File: src/rtl/imem_program_loader.sv
// Boot loader: packs a byte stream big-endian into 32-bit words, writes them
// to instruction memory and holds the datapath in reset until the load completes.
module imem_program_loader #(
  parameter int DATA_WIDTH = 32,
  parameter int ADDR_WIDTH = 16,
  parameter int WORD_COUNT = 256
) (
  input  logic                  clk,
  input  logic                  reset,
  input  logic                  load_start,
  input  logic [ADDR_WIDTH-1:0] load_len,
  input  logic [7:0]            byte_in,
  input  logic                  byte_valid,
  output logic                  byte_ready,
  output logic                  imem_we,
  output logic [ADDR_WIDTH-1:0] imem_addr,
  output logic [DATA_WIDTH-1:0] imem_wdata,
  output logic                  cpu_reset,
  output logic                  busy,
  output logic                  done,
  output logic                  error
);

  typedef enum logic [2:0] {
    IDLE,
    RECV,
    WRITE,
    DONE,
    ERR
  } state_t;

  localparam logic [ADDR_WIDTH:0] MAX_LEN = (ADDR_WIDTH+1)'(WORD_COUNT);

  state_t                state;
  logic [1:0]            byte_cnt;
  logic [ADDR_WIDTH-1:0] word_idx;
  logic [ADDR_WIDTH-1:0] len_q;
  logic [ADDR_WIDTH-1:0] next_idx;
  logic [DATA_WIDTH-1:0] shift_q;
  logic [DATA_WIDTH-1:0] packed_w;
  logic                  len_ok;
  logic                  take;

  assign len_ok   = (load_len != '0) && ({1'b0, load_len} <= MAX_LEN);
  assign take     = byte_valid && byte_ready;
  assign next_idx = word_idx + ADDR_WIDTH'(1);
  assign packed_w = {shift_q[DATA_WIDTH-9:0], byte_in};

  always_ff @(posedge clk) begin
    if (reset) begin
      state      <= IDLE;
      byte_cnt   <= '0;
      word_idx   <= '0;
      len_q      <= '0;
      shift_q    <= '0;
      imem_we    <= 1'b0;
      imem_addr  <= '0;
      imem_wdata <= '0;
      byte_ready <= 1'b0;
      busy       <= 1'b0;
      done       <= 1'b0;
      error      <= 1'b0;
      cpu_reset  <= 1'b1;
    end else begin
      imem_we <= 1'b0;
      unique case (state)
        IDLE, DONE, ERR: begin
          if (load_start) begin
            done      <= 1'b0;
            cpu_reset <= 1'b1;
            if (len_ok) begin
              state      <= RECV;
              len_q      <= load_len;
              word_idx   <= '0;
              byte_cnt   <= '0;
              shift_q    <= '0;
              byte_ready <= 1'b1;
              busy       <= 1'b1;
              error      <= 1'b0;
            end else begin
              state <= ERR;
              error <= 1'b1;
            end
          end
        end
        RECV: begin
          if (take) begin
            shift_q <= packed_w;
            if (byte_cnt == 2'd3) begin
              // Word complete: present it to memory next cycle.
              byte_cnt   <= '0;
              state      <= WRITE;
              imem_we    <= 1'b1;
              imem_addr  <= word_idx;
              imem_wdata <= packed_w;
              byte_ready <= 1'b0;
            end else begin
              byte_cnt <= byte_cnt + 2'd1;
            end
          end
        end
        WRITE: begin
          word_idx <= next_idx;
          if (next_idx == len_q) begin
            state     <= DONE;
            busy      <= 1'b0;
            done      <= 1'b1;
            cpu_reset <= 1'b0;
          end else begin
            state      <= RECV;
            byte_ready <= 1'b1;
          end
        end
        default: state <= IDLE;
      endcase
    end
  end

endmodule
File: config.mk
export PLATFORM = sky130hd
export DESIGN_NAME = imem_program_loader
export DESIGN_NICKNAME = d
export VERILOG_FILES = /design/src/rtl/imem_program_loader.sv
export SDC_FILE = /design/constraint.sdc
export NUM_CORES = 1
export LEC_CHECK = 0
export CORE_AREA = 2 2 105 107
export DETAILED_ROUTE_END_ITERATION = 6
export DIE_AREA = 0 0 107 109
export PLACE_DENSITY = 0.77
export SETUP_SLACK_MARGIN = 0.5
export SLEW_MARGIN = 15
export SYNTH_ARGS = -nofsm -noshare
export SYNTH_HDL_FRONTEND = slang
export SYNTH_SLANG_ARGS = --single-unit
File: constraint.sdc
create_clock -name clk -period 2.9 [get_ports clk]
set_input_delay 0.29 -clock clk [delete_from_list [all_inputs] [get_ports clk]]
set_output_delay 0.29 -clock clk [all_outputs]
set_load 0.01 [all_outputs]
== Yosys cells after proc, flatten, opt, wreduce, memory -nomap -nowiden ==
Cells that the tools add are included.
Cells by class
  $add $sub $neg: 2
  $mul: 0
  divide/modulo/power cells: 0
  magnitude comparators: 1
  eq/ne operators: 12
  shift operators: 0
  muxes and demuxes: 33
  bitwise logic cells: 2
  reductions and logical operators: 18
Operator list (number)
  two-way mux 24 bit: 3
  case mux 24 bit (2 select lines): 1
  two-way mux 16 bit: 2
  case mux 16 bit (2 select lines): 1
  adder 16 x 1 -> 16 bit (second input constant): 1
  equality test 16 bit: 1
  <= comparator 16 x 9 -> 1 bit (second input constant): 1
  nonzero test 16 bit: 1
  AND reduction 3 bit: 5
  two-way mux 3 bit: 4
  inequality test 2 bit (second input constant): 6
  two-way mux 1 bit: 11
  two-way mux 2 bit: 5
  case mux 3 bit (3 select lines): 1
  AND reduction 4 bit: 2
  equality test 3 x 2 -> 1 bit (second input constant): 2
  case mux 1 bit (2 select lines): 3
  AND reduction 6 bit: 1
  OR reduction 3 bit: 2
  case mux 2 bit (2 select lines): 1
  nonzero test 2 bit: 2
  equality test 3 x 1 -> 1 bit (second input constant): 1
  equality test 3 bit (second input constant): 1
  zero test 3 bit: 1
  7 further kinds: 9
Storage, ports and cells
  flip-flop bits (word level): 115
  latch bits: 0
  memory bits (writable): 0
  bits in read-only memories: 0
  input bits: 28
  output and inout port bits: 54
  word-level logic and storage cells: 81
  memories: 0

== Depth between registers and ports, before layout ==
Gate-level depths: netlist of run 1.
  depth after elaboration: 5
  mapped depth: 8
  depth with buffers taken out: 7

== Least setup slack after synthesis of run 1 ==
No wires, ideal clock.
  path type: reg-to-reg
  start point: register word_idx[1]
  end point: register busy
  setup time: 0.132 ns
  arrival: 2.009 ns
  required time: 2.768 ns
  path slack: 0.759 ns
  cell stages (with the launch flop): 8
  path buffers: 0
  clock period less this slack: 2.141 ns
  cells stage by stage: dfxtp_1 > ha_1 > nand3_1 > or3_1 > a2111oi_2 > nand3_1 > nor4_2 > nor3_1
On the way
  cells in the longest elaborated chain, start to end: 4
RTL lines
  start, declared: RTL line 36  | logic [ADDR_WIDTH-1:0] word_idx;
  start signal, assigned: RTL line 103  | word_idx <= next_idx;
  adder 16 x 1 -> 16 bit: RTL line 46  | assign next_idx = word_idx + ADDR_WIDTH'(1);
  equality test 16 bit: RTL line 104  | if (next_idx == len_q) begin
  inequality test 2 bit (no line)
  AND reduction 4 bit (no line)
  end signal, assigned: RTL line 60  | busy <= 1'b0;
  end signal, assigned: RTL line 78  | busy <= 1'b1;
  end signal, assigned: RTL line 106  | busy <= 1'b0;
  end, declared: RTL line 19  | output logic busy,
Every way passes these cells.
A chain may end at the register's enable or synchronous reset.

== Worst setup path after layout of run 1 ==
  start point: register state[0]
  end point: register len_q[12]
On the way
  cells in the longest elaborated chain, start to end: 3
  elaborated cells between the ends (all ways): 5
  classes of those cells: eq/ne: 2; reduce/logical: 3
RTL lines
  start, declared: RTL line 34  | state_t state;
  start signal, assigned: RTL line 51  | state <= IDLE;
  start signal, assigned: RTL line 72  | state <= RECV;
  start signal, assigned: RTL line 81  | state <= ERR;
  equality test 3 x 2 -> 1 bit (tied with other cells): RTL line 66  | unique case (state)
  OR reduction 3 bit (*): RTL line 66
  AND reduction 3 bit (no line) (*)
  end signal, assigned: RTL line 73  | len_q <= load_len;
  end, declared: RTL line 37  | logic [ADDR_WIDTH-1:0] len_q;
Mark *: on every way between the ends. The rest lies on a longest branch, timed or not.

==> metrics.md, run 1 <==
| Metric | Value |
|---|---|
| Postcts setup bufs | 0 |
| GP Congestion | 0.891 |
| Fillcell total | between 800 and 900 |
| Grt peak-use layer | met2 |
| Max-Cap Viols | 0 |
| Synth top area cells | dfxtp_1 (44%), nand2_1 (11%), a21oi_1 (7.7%) |
| Yosys warning count | 0 |
| Hold Path Class | input port to flip-flop |
| Worst-path maximum fanout | 14 |
| Critical Path AT | 2690 ps |
| Flops & latches, synth | 115 |
| Share of cells above drive strength 1 | 17.3% |
| Vias in the first global route | 4391 |
| Commonest non-fill, non-tap cell in the layout | nand2_1 |
| Worst path slowest cell | dfxtp_1 |
| Gr ovfl total | 0 |
| Setup WS pre-CTS | 107 ps |
| Cells after Synth | 624 |
| Die width | 107 um |
| GRT met3 Usage | 6.40% |
| Worst Path Buf+Inv | 1 |
| Drt total wl | 13100 um |
| Crit-path leading delay family | simple AND/OR/NAND/NOR gates |
| Synth top area share | approximately 44% |
| Commonest cells after routing, fill and taps aside | nand2_1 (156), dfxtp_1 (109), a21oi_1 (80), clkdlybuf4s50_1 (80), nor2_1 (30) |
| GR Util met1 | 29.2% |
| Area Overhead vs Synth | 29.5% |
| Wire per inst | 15.5 um |
| Nets@finish | 722 |
| Hold Violations, Final | 0 |
| GR Util met2 | 37.2% |
| Max_slew headroom | 53.8% |
| N_diodes | 0 |
| Post-Syn Nets | ~650 |
| Final worst path period need | 2270 ps |
| Total clock sinks | 115 |
| Post-DP HPWL | 8590 um |
| GRT Total Usage | roughly 23% |
| Area of the multi-input gates | 2690 um^2 |
| Routed Antenna Nets | 0 |
| Post-synth EDFFs | 0 |
| Seq/Total Area, Yosys | 44.3% |
| Final Cycle Share | between 70% and 80% |
| Clock network power share | 54.6% |
| Leak | around 2.3 nW |
| Seq. cell area | around 2300 um^2 |
| Final slew viol count | 0 |
| Final setup viols | 0 |
| First-pass GRT wire length | between 20000 and 25000 um |
| Num CTS Buffers | 17 |
| Worst-path cell chain | and3b_1, o21a_1, a21boi_0, buf_4, nor2_1, and2_1 |
| Pwr dens | around 550 nW/um^2 |
| Design area | 6730 um^2 |
| VDD IR max | 0.332 mV |
| Net Sw Frac | 22.3% |
| Switch Pwr | 0.829 mW |
| Core area | 10600 um^2 |
| CTS HTree Levels | 4 |
| Ys flop type | dfxtp_1 |
| Setup ws final | 632 ps |
| Internal | 2.88 mW |
| Clock transition at path regs | 60 ps |
| CTS tree | yes |
| Die H | 109 um |
| Crit Path Class | flip-flop to flip-flop |
| Clock Path Buffers | 2 |
| Detailed Route Iter0 Violations | 212 |
| Comb pwr share | about 2.6% |
| Cell Rows | 38 |
| Status | finished clean |
| Placed cell area | 6080 um^2 |
| FMAX | 441 MHz |
| CP max stage delay | 610 ps |
| Clk_lat worst skew | 530 ps |
| Io pins | 82 |
| Measured slew at the worst slew-check pin | roughly 690 ps |
| Unrepaired setup endpoints after global routing | no |
| PortBufs | slightly above 80 |
| Post-synth ARST share | 0% |
| CP Launch Type | flip-flop |
| Post-synth cell types | 60 |
| Antenna violations before repair | 0 |
| Via density | 5.55 |
| Number of remaining DRC errors | 0 |
| Area leader, netlist | dfxtp_1 |
| Worst path required time | about 3300 ps |
| Router iterations before antenna repair | 5 |
| Largest net degree at the start of global routing | 65 |
| CTS root buf | clkbuf_8 |
| Synth Cell Area | 5190 um^2 |
| Clk_skew | 9.28 ps |
| Setup TNS Final | 0 ps |
| CP Capture Type | flip-flop |
| Starting density of the core | about 50% |
| Syn_area_per_cell | approximately 8.3 um^2 |
| Die area | 11700 um^2 |
| Via count of the routed design | 4690 |
| Power share of the sequential group | 42.7% |
-- layer usage --
metal	up-vias	part of all wire (%)
met5	-	0
met4	0	1.3
met3	19	5.7
met2	145	47
met1	2239	46
li1	2287	-
-- flip-flops by register name, summed over array words and instances (netlist names), 2 cells and up --
register    count
imem_addr      16
imem_wdata     32
state           3
len_q          16
word_idx       16
shift_q        24
byte_cnt        2
-- power groups by stage --
stage               clock network, mW  registers (mW)  logic (mW)
CTS                              2.05            1.59      0.0972
global placement                    0            1.62      0.0945
global route                     2.13            1.59       0.105
floorplan                           0            1.62      0.0420
detailed placement                  0            1.62      0.0969
finish                           2.03            1.59      0.0975
-- Yosys cell counts (3+ instances only) --
library cell,instances
nor3b_1,3
o21ai_0,15
xnor2_1,9
a211oi_1,5
nand3_1,14
a21oi_1,80
nor2b_1,3
inv_1,4
xor2_1,12
buf_2,9
and2_1,8
or2_2,3
nor3_1,6
nor2_1,32
a31oi_1,3
or3_1,5
clkbuf_1,32
nand2_1,156
buf_6,3
nor4_1,5
o21a_1,3
nand3_2,20
a21oi_2,21
dfxtp_1,115
nand4_1,7
nor4_2,3
a311oi_1,4
-- layout make-up --
| cell class | instances | share of cell area [%] |
|---|---|---|
| multi-input combinational | 457 | 40.0 |
| tap | 140 | 2.60 |
| clock inverter | 14 | 2.29 |
| clock buffer | 18 | 6.36 |
| sequential | 115 | 34.3 |
| timing repair buffer | 97 | 14.2 |
| inverter | 4 | 0.223 |
-- worst paths after layout --
kind	from	end	slack (ps)	depth (start not counted)
setup / recovery	state[0]$_SDFFE_PP0P_	len_q[12]$_SDFFE_PP0P_	630	6
hold / removal	reset	state[2]$_SDFFE_PP0P_	300	2
setup reg to reg	state[0]$_SDFFE_PP0P_	len_q[12]$_SDFFE_PP0P_	630	6
hold reg to reg	imem_addr[0]$_SDFFE_PP0P_	imem_addr[0]$_SDFFE_PP0P_	450	2
-- through the flow --
| stage | power [mW] | instances | utilization (%) | hold slack (ps) |
|---|---|---|---|---|
| 3_3_place_gp | 1.71 | 813 | 57.3 | 443 |
| 2_1_floorplan | 1.66 | 624 | - | 426 |
| 5_1_grt | 3.82 | 845 | 63.5 | 302 |
| 6_report | 3.71 | 845 | 63.5 | 302 |
| 4_1_cts | 3.73 | 845 | 62.9 | 271 |
| 3_5_place_dp | 1.72 | 813 | 57.3 | 448 |
-- kinds of logic after synthesis --
| kind of cell | count (synthesis) | synth area share [%] |
|---|---|---|
| simple gates | 284 | 27.9 |
| compound gates | 149 | 18.3 |
| flops | 115 | 44.3 |
| buf+inv | 52 | 5.18 |
| xor+xnor | 21 | 3.54 |
| fa+ha+maj | 2 | 0.482 |
| mux | 1 | 0.217 |
-- timing repair --
item,CTS,global route
resized for setup,5,11
hold buffers,0,0
endpoints found under the setup margin,3,21
pin swaps,1,1
Power figures use the tool's default switching activity.
==> run 2, diff against run 1 <==
CORE_AREA = 2 2 108 110   (was 2 2 105 107)
DIE_AREA = 0 0 110 112   (was 0 0 107 109)
clock period = 1.9 ns   (was 2.9 ns; I/O delays follow)
==> metrics.md, run 2 (synthesis results as in run 1) <==
| Metric | Value |
|---|---|
| CTS tree | yes |
| Nets@finish | 847 (+17%) |
| Vias in the first global route | 5838 (+33%) |
| Area Overhead vs Synth | 79.7% |
| Pwr dens | 647 nW/um^2 (+17%) |
| Clock network power share | 56.2% (+1.6 points) |
| Via count of the routed design | 6258 (+33%) |
| Router iterations before antenna repair | 6 (+1) |
| Final slew viol count | 0 (unchanged) |
| Clk_skew | 9.13 ps (-0.154 ps) |
| Antenna violations before repair | 0 (unchanged) |
| CP max stage delay | 590 ps (-20 ps) |
| Drt total wl | 25100 um (+93%) |
| Power share of the sequential group | 40.0% (-2.7 points) |
| Largest Register | imem_wdata |
| WHS | 6.18 ps (-296 ps) |
| Commonest cells after routing, fill and taps aside | dfxtp_1 (102), nand2_1 (86), buf_4 (84) |
| Status | complete, but fails checks |
| Via density | 6.43 (+16%) |
| Comb pwr share | 3.8% (+1.2 points) |
| Largest regs | imem_wdata: 32 flops, shift_q: 24 flops |
| Max_slew headroom | 49.8% (-4.0 points) |
| Measured slew at the worst slew-check pin | 753 ps (+59.3 ps) |
| Detailed Route Iter0 Violations | 696 (+230%) |
| Clock Path Buffers | 2 (unchanged) |
| N_diodes | 0 (unchanged) |
| Unrepaired setup endpoints after global routing | yes |
| Worst path required time | 2240 ps (-1080 ps) |
| GP Congestion | 0.853 (-4.3%) |
| Worst-path cell chain | ha_4, and3_1, nand2_1, nor3_1, o22ai_4, buf_4, nor4_2, a31o_2 |
| Total clock sinks | 115 (unchanged) |
| Starting density of the core | 46.5% (-2.5 points) |
| Clock transition at path regs | 60 ps (about the same) |
| Final Non-Filler Cells | 973 (+15%) |
| Final worst path period need | 2660 ps (+393 ps) |
| Die width | 110 um (+2.8%) |
| Routed Antenna Nets | 0 (unchanged) |
| Failing checks | setup timing |
| Final Cycle Share | 140% (+62 points) |
| Io pins | 82 (unchanged) |
| CP Launch Type | flip-flop |
| CTS root buf | clkbuf_16 |
| Hold Path Class | input port to flip-flop |
| PortBufs | 81 (unchanged) |
| GRT Total Usage | 31.9% (+9.0 points) |
| Critical Path AT | 3000 ps (+310 ps) |
| Worst-path maximum fanout | 4 (-10) |
| Clk_lat worst skew | 430 ps (-100 ps) |
| Die H | 112 um (+2.8%) |
| First-pass GRT wire length | 30200 um (+44%) |
| Gr ovfl total | 0 (unchanged) |
| Fin util | 83.6% (+20 points) |
| Leak | 4.08 nW (+81%) |
| Worst Path Buf+Inv | 1 (unchanged) |
| VDD IR max | 0.529 mV (+59%) |
| Number of remaining DRC errors | 0 (unchanged) |
| CP Capture Type | flip-flop |
| Switch Pwr | 1.40 mW (+69%) |
| Crit-path leading delay family | simple AND/OR/NAND/NOR gates |
| Internal | 4.64 mW (+61%) |
| Largest register FFs | 32 (unchanged) |
| Placed insts | 879 (+8.1%) |
| Worst path slowest cell | nor4_2 |
| Share of cells above drive strength 1 | 54.5% (+37 points) |
| Max-Cap Viols | 0 (unchanged) |
| Commonest non-fill, non-tap cell in the layout | dfxtp_1 |
| Net Sw Frac | 23.2% (+0.87 points) |
| Wire per inst | 25.8 um (+67%) |
| Final setup viols | 47 (+47) |
| Largest net degree at the start of global routing | 36 (-45%) |
| Core area | 11200 um^2 (+5.4%) |
| Setup ws final | -760 ps (-1390 ps) |
| FMAX | 376 MHz (-15%) |
| Die area | 12300 um^2 (+5.6%) |
| Cell Rows | 39 (+2.6%) |
| Num CTS Buffers | 17 (unchanged) |
| Crit Path Class | flip-flop to flip-flop |
| CTS HTree Levels | 4 (unchanged) |
| Post-DP HPWL | 9490 um (+10%) |
| Hold Violations, Final | 0 (unchanged) |
[run 2: final timing paths]
kind                                                 start                    endpoint  slack, ps  depth (start not counted)
worst min-delay path                           load_len[5]       len_q[5]$_SDFFE_PP0P_          6                          3
worst max-delay path              word_idx[0]$_SDFFE_PP0P_       state[1]$_SDFFE_PP0P_       -760                          8
worst min register to register  imem_wdata[3]$_SDFFE_PP0P_  imem_wdata[3]$_SDFFE_PP0P_        460                          2
worst max register to register    word_idx[0]$_SDFFE_PP0P_       state[1]$_SDFFE_PP0P_       -760                          8
[run 2: power groups by stage]
stage	sequential [mW]	combinational, mW	clock [mW]
after CTS	2.42	0.190	3.30
after global placement	2.47	0.168	0
final	2.42	0.227	3.39
after global routing	2.41	0.235	3.50
after floorplan	2.47	0.0682	0
after detailed placement	2.47	0.172	0
[run 2: routing by layer]
layer | up-vias | part of all wire (%) | track usage [%]
met3 | 190 | 10 | 7.03
met2 | 516 | 46 | 52.5
met1 | 3002 | 35 | 39.5
met5 | - | 0 | 0
li1 | 2550 | - | -
met4 | 0 | 8.7 | 14.3
[run 2: stage by stage]
stage / TNS [ps] / setup WS [ps] / power [mW] / cell area, um^2
after detailed placement: -32130 / -602 / 2.64 / 6680
after global routing: -8740 / -746 / 6.15 / 9340
after global placement: -29520 / -542 / 2.64 / 6680
after CTS: -425 / -99.1 / 5.90 / 8500
after floorplan: -105 / -13.6 / 2.54 / 5400
final: -7640 / -760 / 6.04 / 9340
[run 2: worst reg2reg max path, delay by kind of cell (launching register included)]
family / cells / cell delay (ps)
and+or+nand+nor: 4 / 1360
AOI/OAI and AO/OA: 2 / 470
DFF: 1 / 380
adders and majority gates: 1 / 190
buffers and inverters: 1 / 180
[run 2: final cells by class]
cell class	instances	area [um^2]
multi-input combinational	457	3950
sequential	115	2330
timing repair buffer	222	2250
fill	532	1840
clock buffer	20	457
tap	143	179
clock inverter	12	155
inverter	4	17.5
[run 2: what timing repair did]
| item | 4_1_cts | 5_1_grt |
|---|---|---|
| cloned | 12 | 4 |
| hold endpoints to repair | 0 | 1 |
| setup endpoints to repair | 169 | 116 |
| hold buffers | 0 | 1 |
| setup buffers | 29 | 16 |
| pin swaps | 88 | 68 |
| resized for setup | 329 | 135 |
